<file path="src/rtl/attempt_limiter.sv">
// attempt_limiter: counts consecutive failed code submissions and locks out
// further attempts after MAX_TRIES failures. Each accepted attempt produces a
// one-cycle grant pulse, and each entry into lockout produces a one-cycle alarm
// pulse.
// Optional feature macro: ATTEMPT_LIMITER_TIMEOUT_EN
//   defined   -> lockout expires by itself after LOCK_CYCLES clock cycles
//   undefined -> lockout lasts until admin_clr or rst; remain is tied to 0
module attempt_limiter #(
  parameter int MAX_TRIES   = 3,
  parameter int LOCK_CYCLES = 1000,
  parameter int CNT_W       = $clog2(MAX_TRIES + 1),
  parameter int TMR_W       = $clog2(LOCK_CYCLES + 1)
) (
  input  logic             clk,
  input  logic             rst,
  input  logic             btn,
  input  logic             ok,
  input  logic             admin_clr,
  output logic [CNT_W-1:0] count,
  output logic             locked,
  output logic             granted,
  output logic             alarm,
  output logic [TMR_W-1:0] remain
);

  localparam logic [0:0]       ST_OPEN   = 1'b0;
  localparam logic [0:0]       ST_LOCKED = 1'b1;
  localparam logic [CNT_W-1:0] CNT_MAX   = CNT_W'(MAX_TRIES);
  localparam logic [CNT_W:0]   TRIES_EXT = (CNT_W + 1)'(MAX_TRIES);

  logic [0:0]     state;
  logic           btn_q;
  logic           press;
  logic [CNT_W:0] count_inc;
  logic           fail_locks;
  logic           lock_entry;
  logic           expire;

  // The count is incremented one bit wider so that comparing it with
  // MAX_TRIES cannot wrap, even when MAX_TRIES fills CNT_W exactly.
  assign press      = btn & ~btn_q;
  assign count_inc  = {1'b0, count} + 1'b1;
  assign fail_locks = (count_inc >= TRIES_EXT);
  assign lock_entry = (state == ST_OPEN) && press && !ok && fail_locks && !admin_clr;
  assign locked     = (state == ST_LOCKED);

  // Track the previous btn level in every state. A press held across an
  // unlock therefore does not show up as a fresh edge.
  always_ff @(posedge clk) begin
    if (rst) begin
      btn_q <= 1'b0;
    end else begin
      btn_q <= btn;
    end
  end

`ifdef ATTEMPT_LIMITER_TIMEOUT_EN
  // Expiry happens on the last locked cycle, which is when remain reads 1.
  assign expire = (state == ST_LOCKED) && (remain == TMR_W'(1));

  // The lockout countdown loads on lock entry and runs down to 0. An
  // administrative clear forces it to 0 straight away.
  always_ff @(posedge clk) begin
    if (rst) begin
      remain <= '0;
    end else if (admin_clr) begin
      remain <= '0;
    end else if (lock_entry) begin
      remain <= TMR_W'(LOCK_CYCLES);
    end else if ((state == ST_LOCKED) && (remain != '0)) begin
      remain <= remain - 1'b1;
    end
  end
`else
  // Without the timer, only admin_clr or rst can end a lockout.
  assign expire = 1'b0;
  assign remain = '0;
`endif

  // Main control. Priority is admin_clr, then timer expiry, then a detected
  // press. Presses are only acted on while OPEN. The pulse outputs default
  // to 0, so each one lasts exactly one cycle.
  always_ff @(posedge clk) begin
    if (rst) begin
      state   <= ST_OPEN;
      count   <= '0;
      granted <= 1'b0;
      alarm   <= 1'b0;
    end else begin
      granted <= 1'b0;
      alarm   <= 1'b0;
      if (admin_clr) begin
        state <= ST_OPEN;
        count <= '0;
      end else if (expire) begin
        state <= ST_OPEN;
        count <= '0;
      end else if ((state == ST_OPEN) && press) begin
        if (ok) begin
          granted <= 1'b1;
          count   <= '0;
        end else if (fail_locks) begin
          state <= ST_LOCKED;
          count <= CNT_MAX;
          alarm <= 1'b1;
        end else begin
          count <= count_inc[CNT_W-1:0];
        end
      end
    end
  end

endmodule

</file>
<file path="config.mk">
export PLATFORM = sky130hd
export DESIGN_NAME = attempt_limiter
export DESIGN_NICKNAME = d
export VERILOG_FILES = /design/src/rtl/attempt_limiter.sv
export SDC_FILE = /design/constraint.sdc
export NUM_CORES = 1
export LEC_CHECK = 0
export ABC_AREA = 1
export BUFFER_PORTS_ARGS = -buffer_cell sky130_fd_sc_hd__buf_4
export CORE_AREA = 2 2 39 41
export CTS_BUF_LIST = sky130_fd_sc_hd__clkbuf_8
export CTS_CLUSTER_DIAMETER = 60
export DETAILED_ROUTE_END_ITERATION = 10
export DIE_AREA = 0 0 41 43
export GPL_ROUTABILITY_DRIVEN = 0
export SYNTH_ARGS = -nofsm -noshare
export SYNTH_HDL_FRONTEND = slang
export SYNTH_SLANG_ARGS = --single-unit
</file>
<file path="constraint.sdc">
create_clock -name clk -period 0.85 [get_ports clk]
set_input_delay 0.1275 -clock clk [delete_from_list [all_inputs] [get_ports clk]]
set_output_delay 0.1275 -clock clk [all_outputs]
set_load 0.02 [all_outputs]
</file>
### Word-level counts from Yosys, hierarchy flattened

Index checks and enable logic that the tools add are counted.
Widths: inputs -> output; s select.

| storage, ports and cells | value |
|---|---|
| output and inout port bits | 15 |
| register bits after elaboration | 6 |
| bits of input ports | 5 |
| logic and storage cells | 21 |

| operators by class | value |
|---|---|
| order comparisons | 1 |
| add/subtract/negate cells | 1 |
| bitwise logic cells | 5 |
| reduce and logical (&&, ||, !) cells | 5 |
| muxes and demuxes | 4 |

Operators by type and width:

| cell | number |
|---|---|
| $mux 2 | 2 |
| $not 1->1 | 4 |
| $reduce_or 4->1 | 1 |
| $add 2x1->3 const B | 1 |
| $ge 3x2->1 const B | 1 |
| $reduce_and 3->1 | 1 |
| $reduce_or 3->1 | 1 |
| $mux 1 | 2 |
| $reduce_or 2->1 | 1 |
| $and 1x1->1 | 1 |
| $logic_and 1x1->1 | 1 |

### Longest topological paths before layout

Gate-level depths: netlist (run 1).

| logic depth | value |
|---|---|
| depth after elaboration | 5 |
| mapped depth | 5 |
| depth with buffers taken out | 5 |

### Worst setup path before layout (run 1)

OpenSTA, ideal clock, no wires.

| timing path | value |
|---|---|
| path kind | reg-to-reg |
| from | register state, in the netlist locked |
| to | register count[1] |
| path slack | -0.030 ns |
| period minus slack after synthesis | 0.880 ns |
| arrival | 0.810 ns |
| library setup time | 0.070 ns |
| data required time | 0.780 ns |
| buffers on the path | 0 |
| stages on the path, launching flop included | 5 |
| path through | dfxtp_1 -> inv_1 -> nand3_2 -> nand2_1 -> a21oi_1 |

| between the ends | value |
|---|---|
| word-level cells in the longest chain between the ends | 2 |

Ends and longest elaborated chain:

| element | line | source |
|---|---|---|
| from (decl) | 31 | `logic [0:0] state;` |
| from (signal assigned) | 85 | `state <= ST_OPEN;` |
| from (signal assigned) | 93 | `state <= ST_OPEN;` |
| from (signal assigned) | 96 | `state <= ST_OPEN;` |
| $not 1->1 | 98 | `end else if ((state == ST_OPEN) && press) begin` |
| $logic_and 1x1->1 | 98 |  |
| to (signal assigned) | 107 | `count <= count_inc[CNT_W-1:0];` |
| to (decl) | 19 | `output logic [CNT_W-1:0] count,` |

Every way passes these cells.
A chain may end at the register's enable or synchronous reset.

### Worst setup path after layout (run 1)

| timing path | value |
|---|---|
| from | register count[1] |
| to | output port count[1] |

No word-level cell between the ends.

==> metrics.md, run 1 <==
| Metric | Value |
|---|---|
| Number of global-route vias before repair | `184` |
| Leading area contributor after synthesis | `dfxtp_1` |
| YS warnings | `0` |
| Root Driver | `clkbuf_8` |
| H-Tree Depth | `1` |
| Final hold viol count | `0` |
| Vias per inst | `about 3.5` |
| RSZ-0062 raised after global routing | `yes` |
| Die W | `about 41 um` |
| Final setup vio count | `0` |
| Total track usage | `6.34%` |
| Pre-antenna DRT Iters | `2` |
| Sequential share of the synthesized area | `a little under two fifths` |
| Hold slack | `roughly 0.075 ns` |
| Pin count of the biggest net entering global routing | `7` |
| Worst hold path type | `input pin to flip-flop` |
| Max IR drop VDD | `742 uV` |
| Syn_area_per_cell | `about 7.4 um2` |
| Leak pwr | `0.211 nW` |
| Starting Density | `between 20 and 25%` |
| Post-DRT Antenna Nets | `0` |
| Most frequent cells after synthesis | `buf_4, nor2_1, dfxtp_1, inv_1, nand2_1` |
| Max clock buf depth | `2` |
| Fin nets | `61` |
| DR iter-0 viols | `3` |
| Die area | `0.00176 mm2` |
| Drt total wl | `between 500 and 600 um` |
| Largest cells by area after synthesis | `dfxtp_1, buf_4, nor2_1` |
| Crit path cell chain | `buf_6` |
| CTS tree | `done` |
| Cell Rows | `14` |
| Post-synthesis to final-layout area growth | `33.2%` |
| Routed WL per cell | `approximately 7.2 um` |
| Arrival time worst endpoint | `about 0.70 ns` |
| I/O pins | `20` |
| Post-synth cell types | `12` |
| Vias | `247` |
| Initial antenna violation count | `0` |
| Power Density | `around 1900 mW/mm2` |
| Number of buffers created by CTS | `3` |
| DP Cell Count | `67` |
| Fin cells | `70` |
| Largest delay share family, worst path | `flip-flops` |
| Share of synthesized flip-flops with an asynchronous set or reset | `0%` |
| F_max | `roughly 1.2 GHz` |
| CP Max Fanout | `5` |
| CP peak stage delay | `~0.35 ns` |
| Clock Skews | `roughly 0.0023 ns` |
| Die Ht | `roughly 43 um` |
| CP Buf/Inv Count | `1` |
| Clk slew on worst S/H paths | `about 0.040 ns` |
| Filler Cells Inserted | `158` |
| First-pass GRT wire length | `~700 um` |
| Final Cycle Share | `slightly below 100%` |
| Post-synth EDFFs | `0` |
| DRC viols | `0` |
| Crit path capture type | `primary output` |
| Worst path required time | `about 0.72 ns` |
| Clock latency at the later pin of the worst-skew pair | `approximately 0.22 ns` |
| CP Launch Type | `flip-flop` |
| Antenna diode instance count | `0` |
| Top_reg_cell synth | `dfxtp_1` |
| Number of setup buffers added after CTS | `0` |
| Crit-path slowest cell | `dfxtp_4` |
| IO buf count | `9` |
| Core area | `between 0.001 and 0.0015 mm2` |
| Yosys reg bits | `6` |
| Top cell type's share of synthesized area | `a little under two fifths` |
| Count leader, synth | `buf_4` |
| Clock Sinks | `6` |
| GRT Residual Overflow | `0` |
| Synth Cell Area | `approximately 320 um2` |
| Tmin final | `0.824 ns` |
| WS Path Type | `flip-flop to primary output` |
| Status | `finished clean` |
| Max cap viols | `0` |
| Post-Syn Instances | `between 40 and 50` |
| Ratio of cells with drive above 1 in the final layout | `a little over a third` |
| Slew Viols, Final | `0` |
[report_power, final]
part	internal (W)	switching, W
logic	0.0000295	0.0000735
clock network	0.000304	0.000114
registers	0.000287	0.00000332
total	0.000620	0.000191
[through the flow]
stage / utilization [%] / power (W) / TNS [ns] / worst slack [ns] / instance area (um2)
floorplan: - / 0.000403 / 0 / 0.0105 / 353
global placement: 26.4 / 0.000395 / 0 / 0.0567 / 365
detailed placement: 26.4 / 0.000396 / 0 / 0.0203 / 365
CTS: 29.5 / 0.000821 / 0 / 0.00286 / 408
global route: 30.5 / 0.000854 / -0.0386 / -0.0312 / 422
finish: 30.5 / 0.000811 / 0 / 0.0262 / 422
[what timing repair did]
item	in CTS	in global routing
setup endpoints to repair	1	3
endpoints found under the hold margin	0	0
pin swaps	0	0
gates cloned	0	0
hold buffers	0	0
resized for setup	1	4
[routing by layer]
metal	part of all wire [%]	global-route usage (%)	wire length (um)	vias to the layer above
li1	-	-	-	131
met1	48	9.71	242	102
met2	40	5.63	200	12
met4	1.6	6.00	8	0
met5	0	0	0	-
met3	11	3.14	55	2
[cells in the final DEF (no fill, tap or decap)]
master and count:
a21oi_1 1, buf_4 8, buf_6 1, clkbuf_8 3, conb_1 10, dfxtp_1 3, dfxtp_2 2, dfxtp_4 1
inv_1 5, inv_2 1, nand2_1 5, nand3_1 1, nand3_4 1, nor2_1 9, nor2_2 1, nor3_2 1
o22ai_1 1
[final cells by class]
class,instances,area (um2),share of cell area (%)
Inverter,6,22.5,5.34
Multi-Input combinational cell,30,140,33.2
Timing Repair Buffer,9,71.3,16.9
Sequential cell,6,126,30.0
Tap cell,16,20.0,4.75
Clock buffer,3,41.3,9.79
[final timing paths]
| check | startpoint | end | slack, ns | cells past startpoint |
|---|---|---|---|---|
| max | count[1] | count[1] | 0.03 | 1 |
| min | rst | btn_q | 0.08 | 2 |
| max reg2reg | locked | count[1] | 0.04 | 5 |
| min reg2reg | locked | locked | 0.52 | 2 |
[flip-flops by register name, summed over array words and instances, names as in the netlist]
name,count
locked,1
alarm,1
count,2
granted,1
btn_q,1
[cells by family (layout without fill, tap and decap cells)]
family | count (synthesis) | after routing | synth area share, %
buf+inv | 16 | 18 | 30.8
flops | 6 | 6 | 37.9
simple gates | 18 | 18 | 26.5
other cells | 1 | 10 | 1.18
compound gates | 2 | 2 | 3.56
(Power assumes the default switching activity.)
==> run 2, diff against run 1 <==
Settings changed: CORE_AREA 2 2 39 41 to 10 10 47 49, DIE_AREA 0 0 41 43 to 0 0 57 59.
==> metrics.md, run 2 (same netlist as run 1, synthesis figures left out) <==
| Metric | Value |
|---|---|
| Final design utilization | `between 20% and 30%` |
| Area occupied by registers | `126 um2` |
| Power Density | `between 1500 and 2000 mW/mm2` |
| Clk slew on worst S/H paths | `approximately 0.04 ns` |
| Tmin final | `around 0.82 ns` |
| Drt total wl | `686 um` |
| Worst path required time | `0.72 ns` |
| GRT Residual Overflow | `0` |
| Clock latency at the later pin of the worst-skew pair | `approximately 0.22 ns` |
| Number of global-route vias before repair | `253` |
| Max clock buf depth | `2` |
| Fin nets | `a little over 60` |
| IO buf count | `9` |
| Max Used Layer | `met3` |
| Starting Density | `between 20% and 30%` |
| RSZ-0062 raised after global routing | `yes` |
| Leak pwr | `0.210 nW` |
| Post-DP HPWL | `roughly 570 um` |
| H-Tree Depth | `1` |
| Final setup vio count | `0` |
| F_max | `about 1.2 GHz` |
| Core area | `0.00140 mm2` |
| Die Ht | `around 59 um` |
| CP peak stage delay | `between 0.3 and 0.4 ns` |
| Hold Crit Depth | `2` |
| Arrival time worst endpoint | `approximately 0.7 ns` |
| Total chip power | `slightly above 0.0008 W` |
| Post-DRT Antenna Nets | `0` |
| CP Buf/Inv Count | `1` |
| Filler Cells Inserted | `between 150 and 200` |
| Vias per inst | `~3.5` |
| Max IR drop VDD | `575 uV` |
| Ratio of cells with drive above 1 in the final layout | `between 30% and 40%` |
| Reg with most FFs | `count` |
| Root Driver | `clkbuf_8` |
| Area of the multi-input gates | `around 140 um2` |
| Initial antenna violation count | `0` |
| CP Max Fanout | `5` |
| Slew Viols, Final | `0` |
| DRC viols | `0` |
| Routed WL per cell | `9.80 um` |
| Commonest non-fill, non-tap cell in the layout | `conb_1` |
| Max cap viols | `0` |
| Worst hold path type | `input pin to flip-flop` |
| CTS tree | `done` |
| Cell Rows | `14` |
| Max FFs per register | `2` |
| Routed wl met3 | `around 74 um` |
| Post-synthesis to final-layout area growth | `31.6%` |
| Total track usage | `4.10%` |
| DR iter-0 viols | `1` |
| Setup TNS | `0 ns` |
| Die area | `0.00336 mm2` |
| Largest delay share family, worst path | `flip-flops` |
| Status | `finished clean` |
| I/O pins | `20` |
| Vias | `around 250` |
| Crit-path slowest cell | `dfxtp_4` |
| Crit path cell chain | `buf_6` |
| Antenna diode instance count | `0` |
| Pin count of the biggest net entering global routing | `7` |
| Die W | `roughly 57 um` |
| Hold slack | `approximately 0.08 ns` |
| Clock Sinks | `6` |
| Number of buffers created by CTS | `3` |
| R2r worst-path depth | `4` |
| Clock Skews | `about 0.0027 ns` |
| Crit path capture type | `primary output` |
| Final Cycle Share | `between 90% and 100%` |
| Met2 routed WL | `approximately 320 um` |
| CP Launch Type | `flip-flop` |
| Pre-antenna DRT Iters | `2` |
| First-pass GRT wire length | `about 1000 um` |
| Total stage count of the critical path | `1` |
| Final hold viol count | `0` |
| WS Path Type | `flip-flop to primary output` |
| M1 WL | `slightly below 300 um` |
| Most frequent cells in the layout | `conb_1, nor2_1, buf_4, inv_1, nand2_1` |
[run 2: cell type report]
cell class	instances	area share [%]
Inverter	6	5.41
Tap cell	16	4.80
Clock buffer	3	9.91
Multi-Input combinational cell	30	32.4
Sequential cell	6	30.3
Timing Repair Buffer	9	17.1
[run 2: path summary, 6_finish.rpt]
| check | startpoint | slack, ns | to |
|---|---|---|---|
| worst max register to register | btn_q | 0.04 | count[1] |
| worst min register to register | locked | 0.50 | locked |
| worst min-delay path | rst | 0.08 | btn_q |
| worst max-delay path | count[1] | 0.03 | count[1] |
[run 2: where the power goes]
part	switching, W	leakage, nW	total (W)	internal (W)
Clock	0.000115	0.0216	0.000418	0.000304
Combinational	0.0000734	0.138	0.000102	0.0000282
Sequential	0.00000396	0.0505	0.000291	0.000287
Total	0.000192	0.210	0.000811	0.000619
[run 2: per-stage QoR]
step / instances / instance area (um2) / setup WS [ns]
6_report: 70 / 417 / 0.0259
4_1_cts: 70 / 412 / 0.0123
2_1_floorplan: 52 / 353 / 0.0105
3_5_place_dp: 67 / 365 / 0.0192
3_3_place_gp: 67 / 365 / 0.0417
5_1_grt: 70 / 417 / -0.0288
[run 2: repair_timing]
action / CTS / global route
hold buffers: 0 / 0
buffers inserted: 0 / 0
resized for setup: 2 / 3
setup endpoints to repair: 1 / 3
pin swaps: 0 / 1
[run 2: per-layer routing]
layer | track usage (%) | vias to the layer above
met1 | 3.66 | 107
met4 | 3.02 | 0
met2 | 5.74 | 10
met3 | 3.86 | 0
met5 | 0 | -
li1 | - | 131
